--- config.mk ---
export PLATFORM = sky130hd
export DESIGN_NAME = writeback_flat
export DESIGN_NICKNAME = d
export VERILOG_FILES = /design/src/rtl/writeback_if.sv /design/src/rtl/writeback.sv /design/src/flat_wrapper.sv
export SDC_FILE = /design/constraint.sdc
export NUM_CORES = 1
export LEC_CHECK = 0
export CAP_MARGIN = 20
export CORE_UTILIZATION = 47
export CTS_CLUSTER_DIAMETER = 200
export DETAILED_ROUTE_END_ITERATION = 10
export PLACE_DENSITY = 0.94
export SLEW_MARGIN = 20
export SYNTH_ARGS = -nofsm -noshare
export SYNTH_HDL_FRONTEND = slang
export SYNTH_SLANG_ARGS = --single-unit
--- constraint.sdc ---
create_clock -name clk -period 3 [get_ports clk]
set_input_delay 0.75 -clock clk [delete_from_list [all_inputs] [get_ports clk]]
set_output_delay 0.75 -clock clk [all_outputs]
set_load 0.005 [all_outputs]
--- src/rtl/writeback_if.sv ---
// Handshake and result bundle between the memory stage, data memory, the register file
// and the writeback stage. The slave modport is the writeback stage's view.
interface writeback_if;
  logic        in_valid;
  logic        in_ready;
  logic [1:0]  in_kind;
  logic [4:0]  in_rd;
  logic [2:0]  in_funct3;
  logic [31:0] in_result;
  logic        dmem_rvalid;
  logic [31:0] dmem_rdata;
  logic        wen;
  logic [4:0]  waddr;
  logic [31:0] wdata;
  logic        retire;
  logic        pend_valid;
  logic [4:0]  pend_rd;
  logic        load_err;

  modport slave (
    input  in_valid, in_kind, in_rd, in_funct3, in_result, dmem_rvalid, dmem_rdata,
    output in_ready, wen, waddr, wdata, retire, pend_valid, pend_rd, load_err
  );

  modport master (
    output in_valid, in_kind, in_rd, in_funct3, in_result, dmem_rvalid, dmem_rdata,
    input  in_ready, wen, waddr, wdata, retire, pend_valid, pend_rd, load_err
  );
endinterface

--- src/rtl/writeback.sv ---
// rv32 writeback stage: retires ALU ops in one cycle and waits for load data.
// It then aligns and extends the load data before driving the register file write port.
module writeback #(
  parameter int TIMEOUT = 256
) (
  input  logic        clk,
  input  logic        resetn,
  writeback_if.slave  bus
);

  typedef enum logic {S_IDLE, S_WAIT} state_t;
  typedef enum logic [1:0] {K_NONE = 2'b00, K_ALU = 2'b01, K_LOAD = 2'b10, K_RSVD = 2'b11} kind_t;

  localparam int             CW    = (TIMEOUT > 1) ? $clog2(TIMEOUT) : 1;
  localparam logic [CW-1:0]  LAST  = CW'((TIMEOUT > 0) ? TIMEOUT - 1 : 0);
  localparam bit             TO_EN = (TIMEOUT > 0);

  state_t        r_state;
  logic [4:0]    r_rd;
  logic [2:0]    r_funct3;
  logic [1:0]    r_lane;
  logic [CW-1:0] r_cnt;
  logic          r_wen;
  logic [4:0]    r_waddr;
  logic [31:0]   r_wdata;
  logic          r_retire;
  logic          r_pend_valid;
  logic          r_load_err;

  logic [7:0]    w_byte;
  logic [15:0]   w_half;
  logic [31:0]   w_load_data;

  assign w_byte = bus.dmem_rdata[{r_lane, 3'b000} +: 8];
  assign w_half = bus.dmem_rdata[{r_lane[1], 4'b0000} +: 16];

  // NOTE: always_comb assigns a default first so no path can leave the output unassigned (no latch).
  always_comb begin
    w_load_data = bus.dmem_rdata;
    case (r_funct3)
      3'b000:  w_load_data = {{24{w_byte[7]}}, w_byte};
      3'b100:  w_load_data = {24'h0, w_byte};
      3'b001:  w_load_data = {{16{w_half[15]}}, w_half};
      3'b101:  w_load_data = {16'h0, w_half};
      default: w_load_data = bus.dmem_rdata;
    endcase
  end

  // NOTE: sequential state uses non-blocking assignments only, so every register samples pre-edge values.
  always_ff @(posedge clk or negedge resetn) begin
    if (!resetn) begin
      r_state      <= S_IDLE;
      r_rd         <= '0;
      r_funct3     <= '0;
      r_lane       <= '0;
      r_cnt        <= '0;
      r_wen        <= 1'b0;
      r_waddr      <= '0;
      r_wdata      <= '0;
      r_retire     <= 1'b0;
      r_pend_valid <= 1'b0;
      r_load_err   <= 1'b0;
    end else begin
      r_wen      <= 1'b0;
      r_retire   <= 1'b0;
      r_load_err <= 1'b0;
      case (r_state)
        S_IDLE: begin
          if (bus.in_valid) begin
            case (kind_t'(bus.in_kind))
              K_ALU: begin
                r_wen    <= (bus.in_rd != 5'd0);
                r_waddr  <= bus.in_rd;
                r_wdata  <= bus.in_result;
                r_retire <= 1'b1;
              end
              K_LOAD: begin
                r_rd         <= bus.in_rd;
                r_funct3     <= bus.in_funct3;
                r_lane       <= bus.in_result[1:0];
                r_cnt        <= '0;
                r_pend_valid <= (bus.in_rd != 5'd0);
                r_state      <= S_WAIT;
              end
              default: r_retire <= 1'b1;
            endcase
          end
        end
        S_WAIT: begin
          r_cnt <= r_cnt + CW'(1);
          if (bus.dmem_rvalid) begin
            r_wen        <= (r_rd != 5'd0);
            r_waddr      <= r_rd;
            r_wdata      <= w_load_data;
            r_retire     <= 1'b1;
            r_pend_valid <= 1'b0;
            r_state      <= S_IDLE;
          end else if (TO_EN && (r_cnt == LAST)) begin
            // Abandon the load; a response arriving later finds the stage in IDLE and is dropped.
            r_load_err   <= 1'b1;
            r_pend_valid <= 1'b0;
            r_state      <= S_IDLE;
          end
        end
        default: r_state <= S_IDLE;
      endcase
    end
  end

  assign bus.in_ready   = (r_state == S_IDLE);
  assign bus.wen        = r_wen;
  assign bus.waddr      = r_waddr;
  assign bus.wdata      = r_wdata;
  assign bus.retire     = r_retire;
  assign bus.pend_valid = r_pend_valid;
  assign bus.pend_rd    = r_rd;
  assign bus.load_err   = r_load_err;

endmodule

--- src/flat_wrapper.sv ---
// flat-port wrapper written by rule: the top's interface ports become plain ports
module writeback_flat 
#(
  parameter int TIMEOUT = 256
)
  (clk, resetn, bus_in_valid, bus_in_kind, bus_in_rd, bus_in_funct3, bus_in_result, bus_dmem_rvalid, bus_dmem_rdata, bus_in_ready, bus_wen, bus_waddr, bus_wdata, bus_retire, bus_pend_valid, bus_pend_rd, bus_load_err);
  writeback_if bus_i ();
  input  logic clk;
  input  logic resetn;
  input wire logic [$bits(bus_i.in_valid)-1:0] bus_in_valid;
  input wire logic [$bits(bus_i.in_kind)-1:0] bus_in_kind;
  input wire logic [$bits(bus_i.in_rd)-1:0] bus_in_rd;
  input wire logic [$bits(bus_i.in_funct3)-1:0] bus_in_funct3;
  input wire logic [$bits(bus_i.in_result)-1:0] bus_in_result;
  input wire logic [$bits(bus_i.dmem_rvalid)-1:0] bus_dmem_rvalid;
  input wire logic [$bits(bus_i.dmem_rdata)-1:0] bus_dmem_rdata;
  output wire logic [$bits(bus_i.in_ready)-1:0] bus_in_ready;
  output wire logic [$bits(bus_i.wen)-1:0] bus_wen;
  output wire logic [$bits(bus_i.waddr)-1:0] bus_waddr;
  output wire logic [$bits(bus_i.wdata)-1:0] bus_wdata;
  output wire logic [$bits(bus_i.retire)-1:0] bus_retire;
  output wire logic [$bits(bus_i.pend_valid)-1:0] bus_pend_valid;
  output wire logic [$bits(bus_i.pend_rd)-1:0] bus_pend_rd;
  output wire logic [$bits(bus_i.load_err)-1:0] bus_load_err;
  assign bus_i.in_valid = bus_in_valid;
  assign bus_i.in_kind = bus_in_kind;
  assign bus_i.in_rd = bus_in_rd;
  assign bus_i.in_funct3 = bus_in_funct3;
  assign bus_i.in_result = bus_in_result;
  assign bus_i.dmem_rvalid = bus_dmem_rvalid;
  assign bus_i.dmem_rdata = bus_dmem_rdata;
  assign bus_in_ready = bus_i.in_ready;
  assign bus_wen = bus_i.wen;
  assign bus_waddr = bus_i.waddr;
  assign bus_wdata = bus_i.wdata;
  assign bus_retire = bus_i.retire;
  assign bus_pend_valid = bus_i.pend_valid;
  assign bus_pend_rd = bus_i.pend_rd;
  assign bus_load_err = bus_i.load_err;
  writeback #(.TIMEOUT(TIMEOUT)) u_core (.clk(clk), .resetn(resetn), .bus(bus_i));
endmodule
# After elaboration in Yosys (flattened, before gate mapping)
# Index checks and enable logic that the tools add are counted.
[totals]
mem_bits_rw = 0
reg_bits = 60
latchBits = 0
output_inout_bits = 47
mem_bits_ro = 0
in_bits = 78
mem_count = 0
wordCells = 66
[op_classes]
add_sub_neg = 1
n_eq_ne = 11
order_cmp = 0
shift = 2
reduce_logical = 7
muxes = 33
bitwise_logic = 1
mul = 0
div = 0
[ops]
columns = ["op", "count"]
rows = [
  ["$pmux W32 S4", 1],
  ["$mux W32", 3],
  ["$pmux W32 S2", 1],
  ["$shiftx A32 B6 Y16", 1],
  ["$shiftx A32 B6 Y8", 1],
  ["$mux W1", 17],
  ["$mux W8", 2],
  ["$pmux W8 S2", 1],
  ["$mux W5", 3],
  ["$pmux W5 S2", 1],
  ["$reduce_bool A5 Y1", 2],
  ["$reduce_and A3 Y1", 3],
  ["$add A8 B1 Y8 const B", 1],
  ["$eq A8 B8 Y1 const B", 1],
  ["$pmux W1 S2", 4],
  ["$eq A3 B3 Y1 const B", 2],
  ["$ne A2 B1 Y1 const B", 2],
  ["$ne A2 B2 Y1 const B", 2],
  ["$eq A3 B1 Y1 const B", 1],
  ["$logic_not A3 Y1", 1],
  ["$ne A3 B3 Y1 const B", 1],
  ["$eq A2 B1 Y1 const B", 1],
  ["$eq A2 B2 Y1 const B", 1],
  ["$reduce_and A2 Y1", 1],
  ["$not A1 Y1", 1],
]

# Longest topological paths before layout
# Gate-level depths: netlist (run 1).
[depth]
depth_word = 4
ltp_mapped = 6
mapped_depth_nobuf = 4

# Least setup slack after synthesis (run 1)
# OpenSTA, ideal clock, no wires.
[synth_timing]
path_type = "input -> register"
start = "input port bus_dmem_rdata[31]"
end = "register u_core.r_wdata[20] (netlist: u_core.bus.wdata[20])"
path_buffers = 1
t_arrival_ns = 1.912
setup_ns = 0.126
path_slack_ns = 0.962
stages = 5
required_time_ns = 2.874
cell_sequence = "mux4_2 -> nor2b_4 -> o31ai_4 -> buf_6 -> a211oi_1"
[synth_between]
elab_chain_cells = 4
word_cells_on_any_way = 5
cone_classes = "shift: 2; mux: 3"
[synth_lines]
columns = ["element", "line", "text"]
rows = [
  ["start, declared", "flat_wrapper.sv:16", "input wire logic [$bits(bus_i.dmem_rdata)-1:0] bus_dmem_rdata;"],
  ["$shiftx A32 B6 Y16 / $shiftx A32 B6 Y8 (equally long branches)", "writeback.sv:35, writeback.sv:34", ""],
  ["$pmux W32 S4 (*)", "writeback.sv:40", "case (r_funct3)"],
  ["$mux W32 (*)", "writeback.sv:91", "if (bus.dmem_rvalid) begin"],
  ["$pmux W32 S2 (*)", "writeback.sv:67", "case (r_state)"],
  ["end signal, assigned", "writeback.sv:74", "r_wdata <= bus.in_result;"],
  ["end signal, assigned", "writeback.sv:94", "r_wdata <= w_load_data;"],
  ["end, declared", "writeback.sv:25", "logic [31:0] r_wdata;"],
]
# Every way passes the cells marked *; elsewhere a longest branch is shown, timed or not. The select of a mux whose other input is x is not followed.
# A chain may end at the register's enable or synchronous reset.

# Worst setup path in the final report (run 1)
[layout_timing]
start = "input port bus_dmem_rvalid"
end = "register u_core.r_wdata[19] (netlist: u_core.bus.wdata[19])"
[layout_between]
elab_chain_cells = 2
[layout_lines]
columns = ["element", "line", "text"]
rows = [
  ["start, declared", "flat_wrapper.sv:15", "input wire logic [$bits(bus_i.dmem_rvalid)-1:0] bus_dmem_rvalid;"],
  ["$ne A2 B2 Y1 (no line)", "-", ""],
  ["$reduce_and A3 Y1 (no line)", "-", ""],
]
# No other way between the ends.

==> results of run 1 <==
==> through the flow <==
stage / utilization, % / setup slack, ns / hold slack (ns)
after floorplan: - / 0.962 / 0.454
final: 73.5 / 0.667 / 0.400
after detailed placement: 70.1 / 0.393 / 0.475
after CTS: 73.5 / 0.698 / 0.399
after global placement: 70.1 / 0.430 / 0.469
after global routing: 73.5 / 0.621 / 0.421
==> registers in the layout, summed over array words and instances (netlist names) <==
register and flops:
u_core.bus.load_err 1, u_core.r_funct3 3, u_core.r_lane 2, u_core.bus.pend_rd 5, u_core.r_cnt 8, u_core.bus.wdata 32
u_core.bus.pend_valid 1, u_core.bus.retire 1, u_core.r_state 1, u_core.bus.waddr 5, u_core.bus.wen 1
==> cell families (layout without fill, tap and decap cells) <==
family                   count (synthesis)  in the layout  share of synthesized area (%)
AND/OR/NAND/NOR                        151            151                           21.8
AO/OA/AOI/OAI                          102            102                           21.7
flip-flops                              60             60                           46.9
buffers and inverters                   29            158                           3.87
multiplexers                            15             15                           5.08
adder cells (fa/ha/maj)                  1              1                          0.391
XOR/XNOR                                 1              1                          0.274
==> layout make-up <==
type,instances,area (um^2),area share [%]
Clock inverter,3,42.5,0.896
Tap cell,77,96.3,2.03
Clock buffer,13,179,3.77
Multi-Input combinational cell,270,1580,33.2
Sequential cell,60,1500,31.6
Inverter,5,18.8,0.395
Timing Repair Buffer,137,1330,28.1
==> metal layers <==
layer	vias to the layer above	wire length, um	global-route usage, %
met5	-	0	0
met4	0	256	12.8
met3	25	1000	7.87
met2	201	5120	53.4
met1	1677	4110	37.0
li1	1560	-	-
==> worst paths after layout <==
check / start / endpoint / slack [ns]
max: bus_dmem_rvalid / u_core.bus.wdata[19] / 0.67
min: resetn / u_core.bus.wdata[18] / 0.40
min reg2reg: u_core.bus.waddr[3] / u_core.bus.waddr[3] / 0.49
max reg2reg: u_core.r_lane[1] / u_core.bus.wdata[19] / 0.73
max in group asynchronous: resetn / u_core.r_cnt[0] / 2.21
min in group clk: u_core.bus.waddr[3] / u_core.bus.waddr[3] / 0.49
==> power groups by stage <==
stage          registers (mW)  logic (mW)  clock network, mW
6_report                 1.21        1.08              0.792
5_1_grt                  1.23        1.17              0.834
4_1_cts                  1.20        1.08              0.799
3_5_place_dp             1.22        1.07                  0
3_3_place_gp             1.21        1.03                  0
2_1_floorplan            1.17       0.468                  0
==> critical path: stages <==
cell	delay, ns
clkdlybuf4s50_1	0.52
and2_1	0.31
or2_2	0.55
nor2_1	0.13
a211oi_1	0.29
==> layout by cell type, fill, tap and decap left out, drive strengths merged, types with 7 or more instances in the layout <==
cell	n
a211oi	20
a21oi	18
buf	14
clkbuf	13
clkdlybuf4s50	123
dfrtp	60
mux2i	14
nand2	64
nand3	7
nor2	30
nor3	22
o21ai	24
o22ai	7
==> flow_summary.toml, run 1 <==
[timing]
worst_pin_slew_ns = 0.662
clock.fmax_mhz = 429
fin_tns_setup_ns = 0
setup_violations = 0
clock_skew_ns = 0.00600
min_period_over_period_pct = 77.8
drv_slew = 0
hold_viol_final = 0
rsz0062_at_grt = "no"
slew_headroom_pct = 55.9
finalCriticalPeriod_ns = 2.33

[setup_path]
critPathKind = "in2reg"
setup.worst_path.end_class = "flip-flop"
worstPathArrival_ns = 2.56
reg2regPathDepth = 5
critical_path_required_ns = 3.23
cp-start-kind = "input port"
cp_max_fo = 29

[status]
status = "finished with violations"
violations = "DRC"

[synthesis]
synth_cell_types = 46
synthTopCellsByArea = "dfrtp_1, nand2_1, a211oi_1, mux2i_1, o21ai_0"
ys.flop_type = "dfrtp_1"
synthesis.area_um2 = 3200
yosysTopAreaCell = "dfrtp_1"
synthCells = 359
synth_seq_cells = 60
synth_common_cells = "nand2_1, dfrtp_1, nor2_1"
synthArstFlopShare_pct = 100
synth_top_area_share_pct = 46.9
yosysSeqAreaShare_pct = 46.9
yosys_warnings = 0
synth_most_common_cell = "nand2_1"
syn_avg_cell_area_um2 = 8.92
postSynthNetCount = 438
synth_edf_count = 0

[cells_and_area]
fin_area_um2 = 4750
fin_cells = 565
antenna_cells = 0
fin_nets = 562
fillers = 489
final_layout_size_suffix_gt1_share_pct = 7.17
syn_to_final_growth_pct = 48.4

[routing]
routed_wl_um = 10500
first_pass_iters = 10
drtIter0Drc = 371
drc = 14
vias = 3463
viasPerCell = 6.13
ant_nets = 0
wl_per_cell_um = 18.6

[clocking]
cts_tree = "done"
insertion_delay_ns = 0.34
ctsResizeCount = 0
clockBufferDepth = 2
holdBufCountCts = 0
clockRootBuffer = "clkbuf_8"
htreeDepth = 3
post_cts_buffers = 0
clock-sinks = 60
cts_buffers = 9
clk_pin_slew_ns = 0.07

[global_route]
grt_start_max_net_pins = 37
gr-usage-all-layers_pct = 31.0
antenna_found_initial = 0
grt_pass1_vias = 3513
grt_pass1_wl_um = 17100
grt_overflow = 0

[placed_design]
portBuffers = 124
hpwl_um = 7620
placed_area_um2 = 4530
place_inst = 549
place_congestion = 0.876

[power]
p_seq_share_pct = 39.2
p_switching_mw = 0.967
max-vdd-ir-drop_v = 0.000336
swShare_pct = 31.4
p_leak_nw = 1.94
power.density_cell_area_nw_per_um2 = 649
clkPwrFrac_pct = 25.7
p_int_mw = 2.12
power_mw = 3.08
pwr-share-comb_pct = 35.1

[floorplanning]
die_height_um = 84.5
rows = 29
start_util_pct = 49.6
die_x_um = 84.5
pin_count = 125
design.core.area_um2 = 6460
die_area_um2 = 7140

[run]
drv_cap = 0

[hold_path]
hold_class = "in2async"
Note: power is estimated with default switching activity, not from simulation.
==> run 2, diff against run 1 <==
- CORE_UTILIZATION: 47 -> 40
- PLACE_DENSITY: 0.94 -> 0.86
- clock period: 3 -> 2 ns (I/O delays scaled with it)
==> run 2 against run 1 <==
The flow now finishes without violations. Total power grew 45%. Count of clock-buffer cells in the layout did not move. Final area is 4.2% higher. Register-to-register slack worse by 0.54 ns. Largest cell class unchanged. Largest power group unchanged. Highest routed layer unchanged.
==> flow_summary.toml, run 2 (synthesized netlist as in run 1, its figures left out) <==
[status]
status = "finished clean"

[timing]
setup_violations = 0
min_period_over_period_pct = 97.9
worst_pin_slew_ns = 0.599
finalCriticalPeriod_ns = 1.96
hold_viol_final = 0
clock.fmax_mhz = 511
clock_skew_ns = 0.00734
rsz0062_at_grt = "no"
fin_tns_setup_ns = 0
drv_slew = 0
slew_headroom_pct = 60.1
whs_ns = 0.165

[setup_path]
critPathTopFamily = "buffers and inverters"
cp_max_fo = 4
cp_cell_sequence = "clkdlybuf4s50_1, mux4_2, buf_4, nor3b_2, a21oi_1, buf_4, a211oi_1"
crit_buf_inv = 3
worstPathArrival_ns = 2.17
cp-start-kind = "input port"
setup.worst_path.end_class = "flip-flop"
critical_path.max_stage_delay_ns = 0.50
critPathSlowestCell = "mux4_2"
cpMostUsedCell = "buf_4"
critPathKind = "in2reg"
critical_path_required_ns = 2.21

[cells_and_area]
fin_util_pct = 64.1
fin_area_um2 = 4950
fin_nets = 584
final_cell_mix = "clkdlybuf4s50_1, nand2_1, dfrtp_1"
final_common_cell = "clkdlybuf4s50_1"
final_layout_size_suffix_gt1_share_pct = 10.8
antenna_cells = 0
syn_to_final_growth_pct = 54.7
largest_register_ffs = 32

[clocking]
clockBufferDepth = 2
cts_buffers = 9
clk_pin_slew_ns = 0.07
clock-sinks = 60
htreeDepth = 3
insertion_delay_ns = 0.34
cts_tree = "done"
clockRootBuffer = "clkbuf_8"

[placed_design]
hpwl_um = 8070
portBuffers = 124
placed_area_um2 = 4770
place_congestion = 0.872

[routing]
viasPerCell = 5.68
ant_nets = 0
vias = 3471
drtIter0Drc = 237
routed_wl_um = 10800
wl_per_cell_um = 17.7
drc = 0
first_pass_iters = 5

[floorplanning]
design.core.area_um2 = 7730
start_util_pct = 41.4
die_area_um2 = 8360
rows = 32
die_height_um = 91.5
die_x_um = 91.5
pin_count = 125

[global_route]
grt_pass1_wl_um = 17400
gr-usage-all-layers_pct = 26.8
antenna_found_initial = 0
grt_overflow = 0
grt_start_max_net_pins = 61
grt_pass1_vias = 3542

[power]
max-vdd-ir-drop_v = 0.000407
p_leak_nw = 2.06
power.density_cell_area_nw_per_um2 = 905

[run]
drv_cap = 0

[hold_path]
hold_class = "in2async"
-- run 2: cell types whose count changed in the layout (fill, tap and decap cells not counted), sizes merged --
cell           change
buf               +22
bufinv             -1
clkdlybuf4s50      -1
clkinv             +1
clkinvlp           -1
dlymetal6s2s       +1
-- run 2: per-stage QoR --
stage               instances  worst slack [ns]  power, mW
CTS                       611            0.0503       4.48
floorplan                 359             0.212       2.46
global placement          596            -0.261       3.46
global route              611            0.0204       4.75
finish                    611            0.0421       4.48
detailed placement        596            -0.295       3.52
-- run 2: path summary, 6_finish.rpt --
path                                     startpoint                   end  slack (ns)  cells after the start
worst min-delay path                         resetn  u_core.bus.wdata[18]        0.17                      2
min in group clk                u_core.bus.waddr[0]   u_core.bus.waddr[0]        0.48                      2
worst max register to register     u_core.r_lane[1]   u_core.bus.wdata[0]        0.19                      5
max in group asynchronous                    resetn   u_core.bus.wdata[1]        1.56                      2
worst max-delay path              bus_dmem_rdata[7]   u_core.bus.wdata[8]        0.04                      7
worst min register to register  u_core.bus.waddr[0]   u_core.bus.waddr[0]        0.48                      2
-- run 2: repair_timing --
| action | 4_1_cts | 5_1_grt |
|---|---|---|
| buffers inserted | 0 | 0 |
| endpoints found under the setup margin | 0 | 4 |
| resized for setup | 0 | 2 |
| hold buffers | 0 | 0 |
| hold endpoints to repair | 0 | 0 |
-- run 2: metal layers --
metal  track usage (%)  share of wire, %  vias up
li1                  -                 -     1609
met1              33.1                41     1655
met2              44.9                48      173
met3              6.78               8.5       34
met4              9.79               2.5        0
met5                 0                 0        -
-- run 2: power by group --
group / switching, mW / total [mW] / internal [mW]
clock network: 0.454 / 0.962 / 0.507
logic: 0.719 / 1.73 / 1.01
registers: 0.261 / 1.79 / 1.53
-- run 2: cell type report --
| type | count | area [um^2] |
|---|---|---|
| clock inverters | 2 | 10.0 |
| clock buffers | 13 | 159 |
| multi-input cells | 270 | 1580 |
| well taps | 102 | 128 |
| flip-flops and latches | 60 | 1500 |
| fillers | 654 | 2780 |
| repair buffers | 159 | 1550 |
| inverters | 5 | 18.8 |
==> run 3, diff against run 2 <==
- ABC_CLOCK_PERIOD_IN_PS: not set -> 2000
==> results of run 3 <==
Final layout, timing and power as in run 2 (identical DEF).
